File: src/rtl/sym_pkg.sv
// Shared constants for the streaming symmetry detector:
// check-mode codes and the fill/run state encoding.
package sym_pkg;

    localparam logic [1:0] MODE_PALIN  = 2'b00;
    localparam logic [1:0] MODE_ANTI   = 2'b01;
    localparam logic [1:0] MODE_REPEAT = 2'b10;
    localparam logic [1:0] MODE_RSVD   = 2'b11;

    typedef enum logic {
        ST_FILL = 1'b0,
        ST_RUN  = 1'b1
    } state_t;

endpackage

File: src/rtl/sym_stream_detector_if.sv
// Bit-stream input and match-report bundle
// between the bit source and the detector.
interface sym_stream_detector_if #(
    parameter int WIDTH = 8,
    parameter int CNT_W = 8
);
    logic             in_valid;
    logic             in_bit;
    logic [1:0]       mode;
    logic             clear;
    logic             match;
    logic             filled;
    logic [CNT_W-1:0] match_cnt;
    logic [WIDTH-1:0] window;

    modport master (
        output in_valid, in_bit, mode, clear,
        input  match, filled, match_cnt, window
    );

    modport slave (
        input  in_valid, in_bit, mode, clear,
        output match, filled, match_cnt, window
    );
endinterface

File: src/rtl/sym_check.sv
// Combinational symmetry test of one window
// under the selected check mode.
module sym_check
    import sym_pkg::*;
#(
    parameter int WIDTH = 8
) (
    input  logic [WIDTH-1:0] window,
    input  logic [1:0]       mode,
    output logic             hit
);
    logic pal;
    logic anti;
    logic rep;

    always_comb begin
        pal  = 1'b1;
        anti = 1'b1;
        rep  = 1'b1;
        for (int i = 0; i < WIDTH / 2; i++) begin
            if (window[i] != window[WIDTH-1-i]) pal = 1'b0;
            if (window[i] == window[WIDTH-1-i]) anti = 1'b0;
            if (window[i] != window[i+WIDTH/2]) rep = 1'b0;
        end
        hit = 1'b0;
        unique case (mode)
            MODE_PALIN:  hit = pal;
            MODE_ANTI:   hit = anti;
            MODE_REPEAT: hit = rep;
            MODE_RSVD:   hit = 1'b0;
        endcase
    end
endmodule

File: src/rtl/sym_stream_detector.sv
// Serial window shifter with fill tracking, registered
// match pulse and saturating match counter.
module sym_stream_detector
    import sym_pkg::*;
#(
    parameter int WIDTH = 8,
    parameter int CNT_W = 8
) (
    input  logic                 clk,
    input  logic                 rst,
    sym_stream_detector_if.slave bus
);
    localparam int FW = $clog2(WIDTH + 1);
    localparam logic [FW-1:0] FULL = FW'(WIDTH);
    localparam logic [FW-1:0] LAST = FW'(WIDTH - 1);

    state_t           state;
    logic [FW-1:0]    fill;
    logic [WIDTH-1:0] win;
    logic [WIDTH-1:0] win_nxt;
    logic [CNT_W-1:0] cnt;
    logic             match_q;
    logic             hit;
    logic             check_en;

    assign win_nxt  = {win[WIDTH-2:0], bus.in_bit};
    // The beat completing the fill is already checked.
    assign check_en = (state == ST_RUN) || (fill == LAST);

    sym_check #(.WIDTH(WIDTH)) u_check (
        .window(win_nxt),
        .mode  (bus.mode),
        .hit   (hit)
    );

    always_ff @(posedge clk) begin
        if (rst || bus.clear) begin
            state   <= ST_FILL;
            fill    <= '0;
            win     <= '0;
            cnt     <= '0;
            match_q <= 1'b0;
        end else begin
            match_q <= 1'b0;
            if (bus.in_valid) begin
                win <= win_nxt;
                if (fill != FULL) fill <= fill + 1'b1;
                if (state == ST_FILL && fill == LAST) state <= ST_RUN;
                if (check_en && hit) begin
                    match_q <= 1'b1;
                    if (cnt != '1) cnt <= cnt + 1'b1;
                end
            end
        end
    end

    assign bus.match     = match_q;
    assign bus.filled    = (fill == FULL);
    assign bus.match_cnt = cnt;
    assign bus.window    = win;
endmodule
File: src/flat_wrapper.sv
// flat-port wrapper written by rule: the top's interface ports become plain ports
module sym_stream_detector_flat import sym_pkg::*;
#(
    parameter int WIDTH = 8,
    parameter int CNT_W = 8
)
  (clk, rst, bus_in_valid, bus_in_bit, bus_mode, bus_clear, bus_match, bus_filled, bus_match_cnt, bus_window);
  sym_stream_detector_if #(.WIDTH(WIDTH), .CNT_W(CNT_W)) bus_i ();
  input  logic clk;
  input  logic rst;
  input wire logic [$bits(bus_i.in_valid)-1:0] bus_in_valid;
  input wire logic [$bits(bus_i.in_bit)-1:0] bus_in_bit;
  input wire logic [$bits(bus_i.mode)-1:0] bus_mode;
  input wire logic [$bits(bus_i.clear)-1:0] bus_clear;
  output wire logic [$bits(bus_i.match)-1:0] bus_match;
  output wire logic [$bits(bus_i.filled)-1:0] bus_filled;
  output wire logic [$bits(bus_i.match_cnt)-1:0] bus_match_cnt;
  output wire logic [$bits(bus_i.window)-1:0] bus_window;
  assign bus_i.in_valid = bus_in_valid;
  assign bus_i.in_bit = bus_in_bit;
  assign bus_i.mode = bus_mode;
  assign bus_i.clear = bus_clear;
  assign bus_match = bus_i.match;
  assign bus_filled = bus_i.filled;
  assign bus_match_cnt = bus_i.match_cnt;
  assign bus_window = bus_i.window;
  sym_stream_detector #(.WIDTH(WIDTH), .CNT_W(CNT_W)) u_core (.clk(clk), .rst(rst), .bus(bus_i));
endmodule
File: config.mk
export PLATFORM = sky130hd
export DESIGN_NAME = sym_stream_detector_flat
export DESIGN_NICKNAME = d
export VERILOG_FILES = /design/src/rtl/sym_pkg.sv /design/src/rtl/sym_stream_detector_if.sv /design/src/rtl/sym_check.sv /design/src/rtl/sym_stream_detector.sv /design/src/flat_wrapper.sv
export SDC_FILE = /design/constraint.sdc
export NUM_CORES = 1
export LEC_CHECK = 0
export CAP_MARGIN = 20
export CELL_PAD_IN_SITES_DETAIL_PLACEMENT = 2
export CELL_PAD_IN_SITES_GLOBAL_PLACEMENT = 2
export CORE_MARGIN = 8
export CORE_UTILIZATION = 27
export CTS_CLUSTER_DIAMETER = 40
export DETAILED_ROUTE_END_ITERATION = 8
export PLACE_DENSITY_LB_ADDON = 0.1
export SETUP_SLACK_MARGIN = 0.02
export SLEW_MARGIN = 20
export SYNTH_ARGS = -nofsm -noshare
export SYNTH_HDL_FRONTEND = slang
export SYNTH_SLANG_ARGS = --single-unit
File: constraint.sdc
create_clock -name clk -period 3.5 [get_ports clk]
set_clock_uncertainty 0.05 [all_clocks]
set_input_delay 0.35 -clock clk [delete_from_list [all_inputs] [get_ports clk]]
set_output_delay 0.35 -clock clk [all_outputs]
set_load 0.005 [all_outputs]
* After elaboration in Yosys (flattened, before gate mapping)
Cells that the tools add are included.
Storage, ports and cells: output and inout port bits 18, register bits after elaboration 22
Cells by class: add/subtract/negate cells 2, bitwise operators 2, multiplexer cells 14, reductions and logical operators 9, equality and inequality tests 19
Operators by type and width (number):
- two-way mux 1 bit | 13
- adder 8 x 1 -> 8 bit, second input constant | 1
- != test 1 bit | 8
- != test 8 bit, second input constant | 1
- adder 4 x 1 -> 4 bit, second input constant | 1
- equality test 1 bit | 4
- equality test 2 bit, second input constant | 2
- equality test 4 x 3 -> 1 bit, second input constant | 1
- equality test 4 bit, second input constant | 1
- != test 4 bit, second input constant | 1
- case mux 1 bit (4 select lines) | 1
- AND reduction 2 bit | 2
- AND reduction 3 bit | 1
- equality test 2 x 1 -> 1 bit, second input constant | 1
- logical AND 1 bit | 2
- zero test 2 bit | 1
- logical OR 1 bit | 2
- inverter 1 bit | 2
- OR reduction 2 bit | 1

* Depth between registers and ports, before layout
Gate-level depths: netlist of the first run.
word-level depth 8, mapped depth 7, gate-level depth less buffers 6

* Cells and area by module
Synthesis of the first run repeated with hierarchy kept, for this count alone.
Second synthesis, totals: cell total of the unflattened synthesis 116, area, all modules 1078.5 um2
By module, submodules not included:
- sym_stream_detector | times used 1, cells an instance 101, area an instance 964.7 um2, seq. area each 440.4 um2
- sym_check | times used 1, cells an instance 15, area an instance 113.9 um2, seq. area each 0.0 um2

* Worst setup path before layout of the first run
OpenSTA, ideal clock, no wires.
path kind flip-flop to flip-flop, start register u_core.win[3] (netlist: u_core.bus.window[3]), end register u_core.cnt[0] (netlist: u_core.bus.match_cnt[0]), library setup time 70 ps, data required time 3380 ps, path buffers 1, data arrival time 1969 ps, cell stages (with the launch flop) 7, clock period less this slack 2089 ps, path slack 1411 ps, cell sequence dfxtp_1 -> buf_6 -> xor2_1 -> o41ai_2 -> or3b_4 -> or4_1 -> a21oi_1
Between the ends: cells in the longest elaborated chain, start to end 8
RTL lines:
- from (decl) | line sym_stream_detector.sv:19 | logic [WIDTH-1:0] win;
- from (signal assigned) | line sym_stream_detector.sv:46 | win <= win_nxt;
- != test 1 bit | line sym_check.sv:23 | if (window[i] != window[i+WIDTH/2]) rep = 1'b0;
- two-way mux 1 bit (4 in series) | line sym_check.sv:23
- case mux 1 bit (4 select lines) * | line sym_check.sv:26 | unique case (mode)
- logical AND 1 bit * | line sym_stream_detector.sv:49 | if (check_en && hit) begin
- AND reduction 3 bit (no source line) *
- to (signal assigned) | line sym_stream_detector.sv:51 | if (cnt != '1) cnt <= cnt + 1'b1;
- to (decl) | line sym_stream_detector.sv:21 | logic [CNT_W-1:0] cnt;
Every way passes the cells marked *; elsewhere a longest branch is shown, timed or not. A chain may end at the register's enable or synchronous reset.

* Final worst setup path of the first run
start input port bus_in_bit, end register u_core.cnt[3] (netlist: u_core.bus.match_cnt[3])
Between the ends: cells in the longest elaborated chain, start to end 8
RTL lines:
- from (decl) | line flat_wrapper.sv:12 | input wire logic [$bits(bus_i.in_bit)-1:0] bus_in_bit;
- != test 1 bit, or another cell as far along | line sym_check.sv:23
- two-way mux 1 bit, on equally long branches (4 in series) | line sym_check.sv:23, sym_check.sv:21, sym_check.sv:22
- case mux 1 bit (4 select lines) * | line sym_check.sv:26
- logical AND 1 bit * | line sym_stream_detector.sv:49
- AND reduction 3 bit (no source line) *
Marked as above.

==> results of run 1 <==
==> worst register-to-register path, stage by stage (launching register included) <==
cell and delay (ns):
dfxtp_1 0.48, xor2_1 0.13, o41ai_2 0.45, or3b_4 0.46
nor4_1 0.48, mux2i_1 0.23
==> state kept, by name, summed over array words and instances, names as in the netlist <==
name / count
u_core.fill: 4
u_core.bus.match: 1
u_core.state: 1
u_core.bus.match_cnt: 8
u_core.bus.window: 8
==> stage by stage <==
step	cell area, µm²	utilization, %	setup WS [ns]	total power, mW
after global placement	1430	35.2	0.881	0.294
final	1500	36.9	1.06	0.533
after floorplan	1150	-	1.41	0.279
after global routing	1500	36.9	0.949	0.560
after CTS	1500	36.9	1.07	0.542
after detailed placement	1430	35.2	0.815	0.296
==> worst min-delay path by stage <==
stage / start / to / cells after the start
after global routing: u_core.bus.match_cnt[5]$_SDFFE_PP0P_ / u_core.bus.match_cnt[5]$_SDFFE_PP0P_ / 2
after CTS: u_core.bus.match_cnt[5]$_SDFFE_PP0P_ / u_core.bus.match_cnt[5]$_SDFFE_PP0P_ / 2
final: u_core.bus.match_cnt[5]$_SDFFE_PP0P_ / u_core.bus.match_cnt[5]$_SDFFE_PP0P_ / 2
after floorplan: u_core.state$_SDFFE_PP0P_ / u_core.state$_SDFFE_PP0P_ / 2
after global placement: u_core.state$_SDFFE_PP0P_ / u_core.state$_SDFFE_PP0P_ / 2
after detailed placement: u_core.bus.match_cnt[5]$_SDFFE_PP0P_ / u_core.bus.match_cnt[5]$_SDFFE_PP0P_ / 2
==> cell type report <==
type,count,share of cell area (%)
multi-input cells,96,44.2
flip-flops and latches,22,29.4
repair buffers,25,16.5
well taps,50,4.17
clock buffers,3,2.75
clock inverters,1,2.00
inverters,4,1.00
==> power by group through the flow <==
stage | Clock, mW | Sequential [mW] | Combinational, mW
floorplan | 0 | 0.259 | 0.0203
global placement | 0 | 0.259 | 0.0351
finish | 0.244 | 0.253 | 0.0360
global route | 0.266 | 0.253 | 0.0400
detailed placement | 0 | 0.259 | 0.0368
CTS | 0.252 | 0.253 | 0.0370
==> layer usage <==
| layer | vias to the layer above | GRT usage, % |
|---|---|---|
| met5 | - | 0 |
| met4 | 0 | 3.21 |
| met3 | 4 | 2.87 |
| met2 | 21 | 18.9 |
| met1 | 499 | 13.1 |
| li1 | 500 | - |
==> cells by family after synthesis <==
| logic type | after synthesis | synth area share (%) |
|---|---|---|
| simple gates | 57 | 26.0 |
| flops | 22 | 38.3 |
| mux | 14 | 12.2 |
| xor+xnor | 12 | 9.15 |
| compound gates | 10 | 6.97 |
| buf+inv | 10 | 4.03 |
| fa+ha+maj | 3 | 3.27 |
==> cell usage after synthesis (all sizes together) <==
cell type / instances
dfxtp: 22
mux2i: 14
nor2: 14
nand2: 11
xor2: 9
nand3: 7
nor4: 5
or3: 5
inv: 4
a21oi: 3
buf: 3
clkbuf: 3
ha: 3
nand4: 3
xnor2: 3
and4: 2
nor3: 2
o31ai: 2
or2: 2
or4: 2
a41oi: 1
and3: 1
and3b: 1
nand3b: 1
o21ai: 1
o31a: 1
o41a: 1
o41ai: 1
or3b: 1
==> impl_metrics.json, run 1 <==
{
  "outcome": "finished, final reports clean",
  "ir_drop_mv": 0.142,
  "internal_power_mw": 0.420,
  "layout.cells.non_filler": 201,
  "place_hpwl_um": 2490,
  "r2r_cells": 5,
  "combPwrFrac_pct": 6.8,
  "start_util_pct": 28.3,
  "netlist_area_um2": 1150,
  "route.met3.wl_um": 195,
  "worst_slew_pin_slew_ns": 0.490,
  "dp_cells": 197,
  "yosysWarnings": 0,
  "place_congestion": 0.732,
  "cts_setup_buffers": 0,
  "grt_pass1_wl_um": 5820,
  "wl_met2_um": 1590,
  "final_cell_mix": "24 x clkdlybuf4s50_1, 22 x dfxtp_1, 14 x mux2i_1, 14 x nor2_1, 11 x nand2_1",
  "synth_top_cell_by_area": "dfxtp_1",
  "p_clk_share_pct": 45.8,
  "drcViolationCount": 0,
  "htree_levels": 1,
  "ys_seq_area_share_pct": 38.3,
  "slew_headroom_pct": 67.2,
  "cts-root-buf": "clkbuf_8",
  "ys_seq_elements": 22,
  "ios": 25,
  "critPathTopFamily": "simple AND/OR/NAND/NOR gates",
  "p_leak_nw": 0.563,
  "cp_max_fo": 5,
  "drv_cap": 0,
  "power.density_nw_per_um2": 356,
  "die_width_um": 81.2,
  "min-delay-path-class": "flip-flop to flip-flop",
  "coreArea_um2": 4060,
  "regArea_um2": 440,
  "cts_buffers": 3,
  "path_clk_slew_ns": 0.09,
  "rr_startpoint": "u_core.bus.window[2]$_SDFFE_PP0P_",
  "n_antenna_cell": 0,
  "reg2reg_to": "u_core.bus.match_cnt[3]$_SDFFE_PP0P_",
  "drt_iter0_drc": 17,
  "crit_type": "primary input to flip-flop",
  "gr-total-overflow": 0,
  "end_kind": "flip-flop",
  "antenna_found_initial": 0,
  "area_delta_synth_final_pct": 30.5,
  "synth_area_leaders": "dfxtp_1 38%, mux2i_1 12%, xor2_1 6.9%",
  "post-route-period-util_pct": 69.6,
  "ant_nets": 0,
  "syn_area_per_cell_um2": 8.97,
  "p_sw_mw": 0.112,
  "layout_commonest_cell": "clkdlybuf4s50_1",
  "syn_nets": 138,
  "worstPathRequired_ns": 3.65,
  "dieArea_um2": 6600,
  "ctsResizeCount": 0,
  "swShare_pct": 21.1,
  "crit_path_max_incr_delay_ns": 0.48,
  "p_seq_share_pct": 47.4,
  "netlist_instances": 128,
  "top_layer_used": "met4",
  "finalHoldViolCount": 0,
  "worst-path-buf-inv": 1,
  "grtUsageTotal_pct": 11.0,
  "wl_met1_um": 1500,
  "num-fill-cells": 458,
  "rows": 23,
  "layout.nets": 162,
  "slowest_stage": "clkdlybuf4s50_1",
  "hold_slack_ns": 0.446,
  "die_height_um": 81.2,
  "worstSkewPairLatency_ns": 0.27,
  "wire_per_inst_um": 16.5,
  "setup_tns_ns": 0,
  "path_depth": 6,
  "grt_max_degree": 17,
  "portBuffers": 24,
  "cts_buffer_depth": 2,
  "drt-total-wl_um": 3310,
  "endpoint": "u_core.bus.match_cnt[3]$_SDFFE_PP0P_",
  "synth_cell_type_count": 31,
  "rsz0062_at_grt": "no",
  "setup_violations": 0,
  "crit_chain": "clkdlybuf4s50_1 > xor2_1 > o41ai_2 > or3b_4 > nor4_1 > mux2i_1",
  "viasPerCell": 5.09,
  "rrSetupSlack_ns": 1.15,
  "critPathLaunch": "bus_in_bit",
  "cts_tree": "done",
  "start_kind": "primary input",
  "max_freq_mhz": 410,
  "vias": 1024,
  "grt_pass1_vias": 1157,
  "cts_hold_buf": 0,
  "worstPathArrival_ns": 2.59,
  "multi_input_area_um2": 662,
  "synth_top_area_share_pct": 38.3,
  "period_needed_ns": 2.44,
  "dr.pass1.iters": 2,
  "clock_sinks": 22,
  "drive_gt1_share_pct": 5.96,
  "final-max-slew-violation-count": 0
}
No activity file was read; power rests on OpenSTA's default activity.
==> inputs of run 2 (changes only) <==
--- a/config.mk
+++ b/config.mk
@@ -9,7 +9,7 @@
 export CELL_PAD_IN_SITES_DETAIL_PLACEMENT = 2
 export CELL_PAD_IN_SITES_GLOBAL_PLACEMENT = 2
 export CORE_MARGIN = 8
-export CORE_UTILIZATION = 27
+export CORE_UTILIZATION = 26
 export CTS_CLUSTER_DIAMETER = 40
 export DETAILED_ROUTE_END_ITERATION = 8
 export PLACE_DENSITY_LB_ADDON = 0.1
==> constraint.sdc (replaced) <==
create_clock -name clk -period 2.2 [get_ports clk]
set_clock_uncertainty 0.05 [all_clocks]
set_input_delay 0.22 -clock clk [delete_from_list [all_inputs] [get_ports clk]]
set_output_delay 0.22 -clock clk [all_outputs]
set_load 0.005 [all_outputs]
==> run 2 against run 1 <==
Via count rose by 6.3%. Count of clock-buffer cells in the layout did not move. Worst setup slack got worse by 0.96 ns. Sequential power rose by 59%. Final area rose by 10%. Sequential cell count did not move. Hold slack got worse by 0.057 ns. Critical path depth fell by 1. Critical endpoint is now u_core.bus.match_cnt[0]$_SDFFE_PP0P_.
==> impl_metrics.json, run 2 (synthesis gave the netlist of run 1 again) <==
{
  "outcome": "finished, final reports clean",
  "path_clk_slew_ns": 0.09,
  "p_seq_share_pct": 46.8,
  "worst_slew_pin_slew_ns": 0.522,
  "p_leak_nw": 0.643,
  "ant_nets": 0,
  "grt_max_degree": 17,
  "die_height_um": 82.5,
  "pre_cts_ws_ns": -0.338,
  "place_hpwl_um": 2660,
  "dr.pass1.iters": 3,
  "gr-total-overflow": 0,
  "final-max-slew-violation-count": 0,
  "cts_hold_buf": 0,
  "hp-start": "bus_in_bit",
  "htree_levels": 1,
  "power.density_nw_per_um2": 520,
  "cts_buffer_depth": 2,
  "finalHoldViolCount": 0,
  "p_sw_mw": 0.184,
  "drcViolationCount": 0,
  "cp_max_fo": 4,
  "rr_startpoint": "u_core.bus.window[4]$_SDFFE_PP0P_",
  "crit_type": "flip-flop to flip-flop",
  "num-fill-cells": 486,
  "worstPathArrival_ns": 2.25,
  "start_kind": "flip-flop",
  "antenna_found_initial": 0,
  "worstSkewPairLatency_ns": 0.27,
  "clock_sinks": 22,
  "portBuffers": 24,
  "fin_ws_ns": 0.103,
  "drive_gt1_share_pct": 19.4,
  "ir_drop_mv": 0.199,
  "setup_violations": 0,
  "n_antenna_cell": 0,
  "swShare_pct": 21.5,
  "cts-root-buf": "clkbuf_8",
  "min-delay-path-class": "primary input to flip-flop",
  "fin_util_pct": 38.4,
  "area_delta_synth_final_pct": 43.7,
  "drv_cap": 0,
  "wire_per_inst_um": 16.6,
  "slew_headroom_pct": 65.0,
  "place_congestion": 0.709,
  "die_width_um": 82.5,
  "p_clk_share_pct": 45.5,
  "grt_pass1_wl_um": 6040,
  "worstPathRequired_ns": 2.35,
  "cts_buffers": 3,
  "start_util_pct": 26.7,
  "grt_pass1_vias": 1221,
  "regArea_um2": 444,
  "layout_commonest_cell": "clkdlybuf4s50_1",
  "rows": 24,
  "internal_power_mw": 0.673,
  "combPwrFrac_pct": 7.7,
  "end_kind": "flip-flop",
  "ios": 25,
  "vias": 1088,
  "period_needed_ns": 2.10,
  "grtUsageTotal_pct": 11.4,
  "rsz0062_at_grt": "yes",
  "post-route-period-util_pct": 95.3,
  "drt_iter0_drc": 30,
  "cts_tree": "done",
  "dieArea_um2": 6800,
  "multi_input_area_um2": 703,
  "coreArea_um2": 4290,
  "critPathLaunch": "u_core.bus.window[4]$_SDFFE_PP0P_",
  "drt-total-wl_um": 3600,
  "viasPerCell": 5.01,
  "final_cell_mix": "23 x clkdlybuf4s50_1, 19 x dfxtp_1, 15 x buf_4, 14 x mux2i_1, 14 x nor2_1",
  "layout.nets": 176,
  "max_freq_mhz": 477
}
run 2: changes by cell type in the layout (fill, tap and decap cells not counted), moves of 2 or more:
cell	delta
dfxtp_2	+3
nor4_1	-2
buf_4	+14
dfxtp_1	-3
run 2: through the flow:
stage          std cells  hold WS, ns  cell area (µm²)  power (mW)  setup TNS, ns
3_3_place_gp         212        0.411             1530       0.472          -1.47
2_1_floorplan        128        0.318             1150       0.444              0
5_1_grt              217        0.401             1650       0.901              0
4_1_cts              217        0.384             1630       0.872              0
3_5_place_dp         212        0.428             1530       0.476          -1.92
6_report             217        0.388             1650       0.858              0
run 2: routing by layer:
metal  vias up  wire (µm)  GRT usage, %
li1        530          -             -
met2        20       1820          20.5
met5         -          0             0
met1       534       1550          12.9
met3         4        194          2.92
met4         0         31          3.16
run 2: worst paths after layout:
check	to	slack (ns)	cells after the start
setup / recovery	u_core.bus.match_cnt[0]$_SDFFE_PP0P_	0.10	5
hold / removal	u_core.bus.window[0]$_SDFFE_PP0P_	0.39	3
setup reg to reg	u_core.bus.match_cnt[0]$_SDFFE_PP0P_	0.10	5
hold reg to reg	u_core.bus.match_cnt[5]$_SDFFE_PP0P_	0.44	2
run 2: layout make-up:
| class | instances | share of cell area [%] |
|---|---|---|
| timing repair buffer | 39 | 21.3 |
| sequential | 22 | 26.9 |
| clock buffer | 3 | 2.50 |
| inverter | 4 | 0.910 |
| clock inverter | 1 | 1.82 |
| multi-input combinational | 96 | 42.6 |
| tap | 52 | 3.94 |
run 2: critical path, stage by stage, from the launching register on:
cell,delay [ns]
dfxtp_2,0.35
xor2_1,0.17
o41ai_2,0.41
or3b_4,0.47
or4_4,0.44
a21oi_2,0.14
run 2: what timing repair did:
action                     CTS  global route
pin swaps                    4             1
resized for setup            7             5
cloned                       0             0
buffers inserted             1             0
setup endpoints to repair    3             7
hold endpoints to repair     0             0
run 2: power groups by stage:
stage | Combinational (mW) | Clock [mW] | Sequential, mW
2_1_floorplan | 0.0323 | 0 | 0.411
6_report | 0.0660 | 0.390 | 0.402
5_1_grt | 0.0726 | 0.426 | 0.402
3_3_place_gp | 0.0611 | 0 | 0.411
4_1_cts | 0.0665 | 0.403 | 0.402
3_5_place_dp | 0.0643 | 0 | 0.411
==> inputs of run 3 (changes only) <==
--- a/config.mk
+++ b/config.mk
@@ -8,12 +8,12 @@
 export CAP_MARGIN = 20
 export CELL_PAD_IN_SITES_DETAIL_PLACEMENT = 2
 export CELL_PAD_IN_SITES_GLOBAL_PLACEMENT = 2
-export CORE_MARGIN = 8
+export CORE_MARGIN = 1.5
 export CORE_UTILIZATION = 26
 export CTS_CLUSTER_DIAMETER = 40
 export DETAILED_ROUTE_END_ITERATION = 8
 export PLACE_DENSITY_LB_ADDON = 0.1
-export SETUP_SLACK_MARGIN = 0.02
+export SETUP_SLACK_MARGIN = 0.15
 export SLEW_MARGIN = 20
 export SYNTH_ARGS = -nofsm -noshare
 export SYNTH_HDL_FRONTEND = slang
==> run 3 against run 2 <==
Critical path depth unchanged. Power down 15%. Count of clock-buffer cells in the layout up 1. Clock power down 32%. Register-to-register slack better by 0.03 ns. Hold slack better by 0.045 ns. Sequential power down 1%. Cell count down 3.7%. Sequential cell count unchanged. Global-route usage up 3.5 points. Core utilization up 1.4 points. Non-clock buffer count down 6. Largest cell class unchanged. Highest routed layer unchanged.
==> impl_metrics.json, run 3 (synthesis gave the netlist of run 1 again) <==
{
  "slew_headroom_pct": 67.6,
  "rsz0062_at_grt": "yes",
  "cts_tree": "done",
  "reg2reg_to": "u_core.bus.match_cnt[0]$_SDFFE_PP0P_",
  "drcViolationCount": 0,
  "cts_hold_buf": 0,
  "coreArea_um2": 4120,
  "die_height_um": 69.5,
  "worstSkewPairLatency_ns": 0.26,
  "clock_sinks": 22,
  "rrSetupSlack_ns": 0.13,
  "outcome": "finished, final reports clean",
  "cts_buffers": 3,
  "ios": 25,
  "drv_cap": 0,
  "viasPerCell": 5.13,
  "end_kind": "flip-flop",
  "portBuffers": 24,
  "worstPathArrival_ns": 2.22,
  "antenna_found_initial": 0,
  "pre_cts_ws_ns": -0.269,
  "drt-total-wl_um": 3470,
  "period_needed_ns": 2.07,
  "grt_max_degree": 17,
  "area_delta_synth_final_pct": 42.6,
  "r2r_cells": 5,
  "drive_gt1_share_pct": 20.8,
  "cts-root-buf": "clkbuf_8",
  "post-route-period-util_pct": 94.0,
  "power.total_mw": 0.731,
  "grt_pass1_vias": 1197,
  "layout_commonest_cell": "clkdlybuf4s50_1",
  "n_antenna_cell": 0,
  "power.density_nw_per_um2": 447,
  "ir_drop_mv": 0.178,
  "fin_util_pct": 39.8,
  "wire_per_inst_um": 16.6,
  "drt_iter0_drc": 29,
  "final_cell_mix": "23 x clkdlybuf4s50_1, 15 x dfxtp_1, 14 x mux2i_1, 14 x nor2_1, 11 x nand2_1",
  "rr_startpoint": "u_core.bus.window[2]$_SDFFE_PP0P_",
  "path_clk_slew_ns": 0.08,
  "gr-total-overflow": 0,
  "fin_ws_ns": 0.132,
  "p_leak_nw": 0.608,
  "final-max-slew-violation-count": 0,
  "hold_depth": 2,
  "crit_type": "flip-flop to flip-flop",
  "cp_max_fo": 6,
  "dr.pass1.iters": 3,
  "worstPathRequired_ns": 2.35,
  "grt_pass1_wl_um": 5850,
  "worst_slew_pin_slew_ns": 0.484,
  "die_width_um": 69.5,
  "start_kind": "flip-flop",
  "hp-start": "u_core.state$_SDFFE_PP0P_",
  "finalHoldViolCount": 0,
  "place_congestion": 0.743,
  "place_hpwl_um": 2460,
  "htree_levels": 1,
  "rows": 23,
  "grtUsageTotal_pct": 14.9,
  "layout.nets": 170,
  "ant_nets": 0,
  "dieArea_um2": 4830,
  "hold_end": "u_core.state$_SDFFE_PP0P_",
  "start_util_pct": 27.9,
  "setup_violations": 0,
  "min-delay-path-class": "flip-flop to flip-flop",
  "critPathLaunch": "u_core.bus.window[2]$_SDFFE_PP0P_",
  "cts_buffer_depth": 2,
  "setup_tns_ns": 0,
  "vias": 1072,
  "max_freq_mhz": 484
}
run 3: cell count changes in the layout (fill, tap and decap cells not counted), sizes merged:
cell    change
buf         -6
clkbuf      +1
bufinv      -1
run 3: final cells by class:
cell class | count | area [µm²]
clock buffer | 4 | 45.0
fill | 456 | 2480
inverter | 4 | 15.0
multi-input combinational | 96 | 749
sequential | 22 | 459
tap | 50 | 62.6
timing repair buffer | 33 | 307
run 3: worst max-delay path, cell delays in order, from the launching register on:
cell	delay, ns
dfxtp_4	0.37
xor2_1	0.16
o41a_1	0.44
or3b_4	0.44
or4_1	0.41
a21oi_1	0.13
run 3: layer usage:
metal | track usage [%] | wire (µm) | up-vias
met3 | 2.91 | 111 | 6
li1 | - | - | 517
met4 | 5.45 | 59 | 0
met2 | 26.0 | 1800 | 22
met5 | 0 | 0 | -
met1 | 18.2 | 1500 | 527
run 3: timing repair:
action / CTS / global route
buffers inserted: 2 / 2
endpoints found under the setup margin: 8 / 8
gates resized for setup: 10 / 11
cloned: 0 / 0
pin swaps: 6 / 7
run 3: power breakdown:
part	internal (mW)	total [mW]	leakage, nW	switching [mW]
clock	0.129	0.266	0.0228	0.136
combinational	0.0295	0.0676	0.404	0.0381
sequential	0.395	0.398	0.182	0.00265
run 3: stage by stage:
step           cell area (µm²)  hold slack, ns  instances
6_report                  1640           0.433        209
5_1_grt                   1640           0.472        209
4_1_cts                   1570           0.435        207
3_5_place_dp              1470           0.412        201
3_3_place_gp              1470           0.408        201
2_1_floorplan             1160           0.317        128
run 3: how the worst max path moves through the flow:
stage | to | slack [ns] | depth (start not counted)
floorplan | u_core.bus.match_cnt[2]$_SDFFE_PP0P_ | 0.15 | 6
global placement | u_core.bus.match_cnt[0]$_SDFFE_PP0P_ | -0.17 | 6
detailed placement | u_core.bus.match_cnt[3]$_SDFFE_PP0P_ | -0.27 | 6
CTS | u_core.bus.match_cnt[0]$_SDFFE_PP0P_ | 0.12 | 5
global route | u_core.bus.match_cnt[2]$_SDFFE_PP0P_ | 0.06 | 6
finish | u_core.bus.match_cnt[0]$_SDFFE_PP0P_ | 0.13 | 5
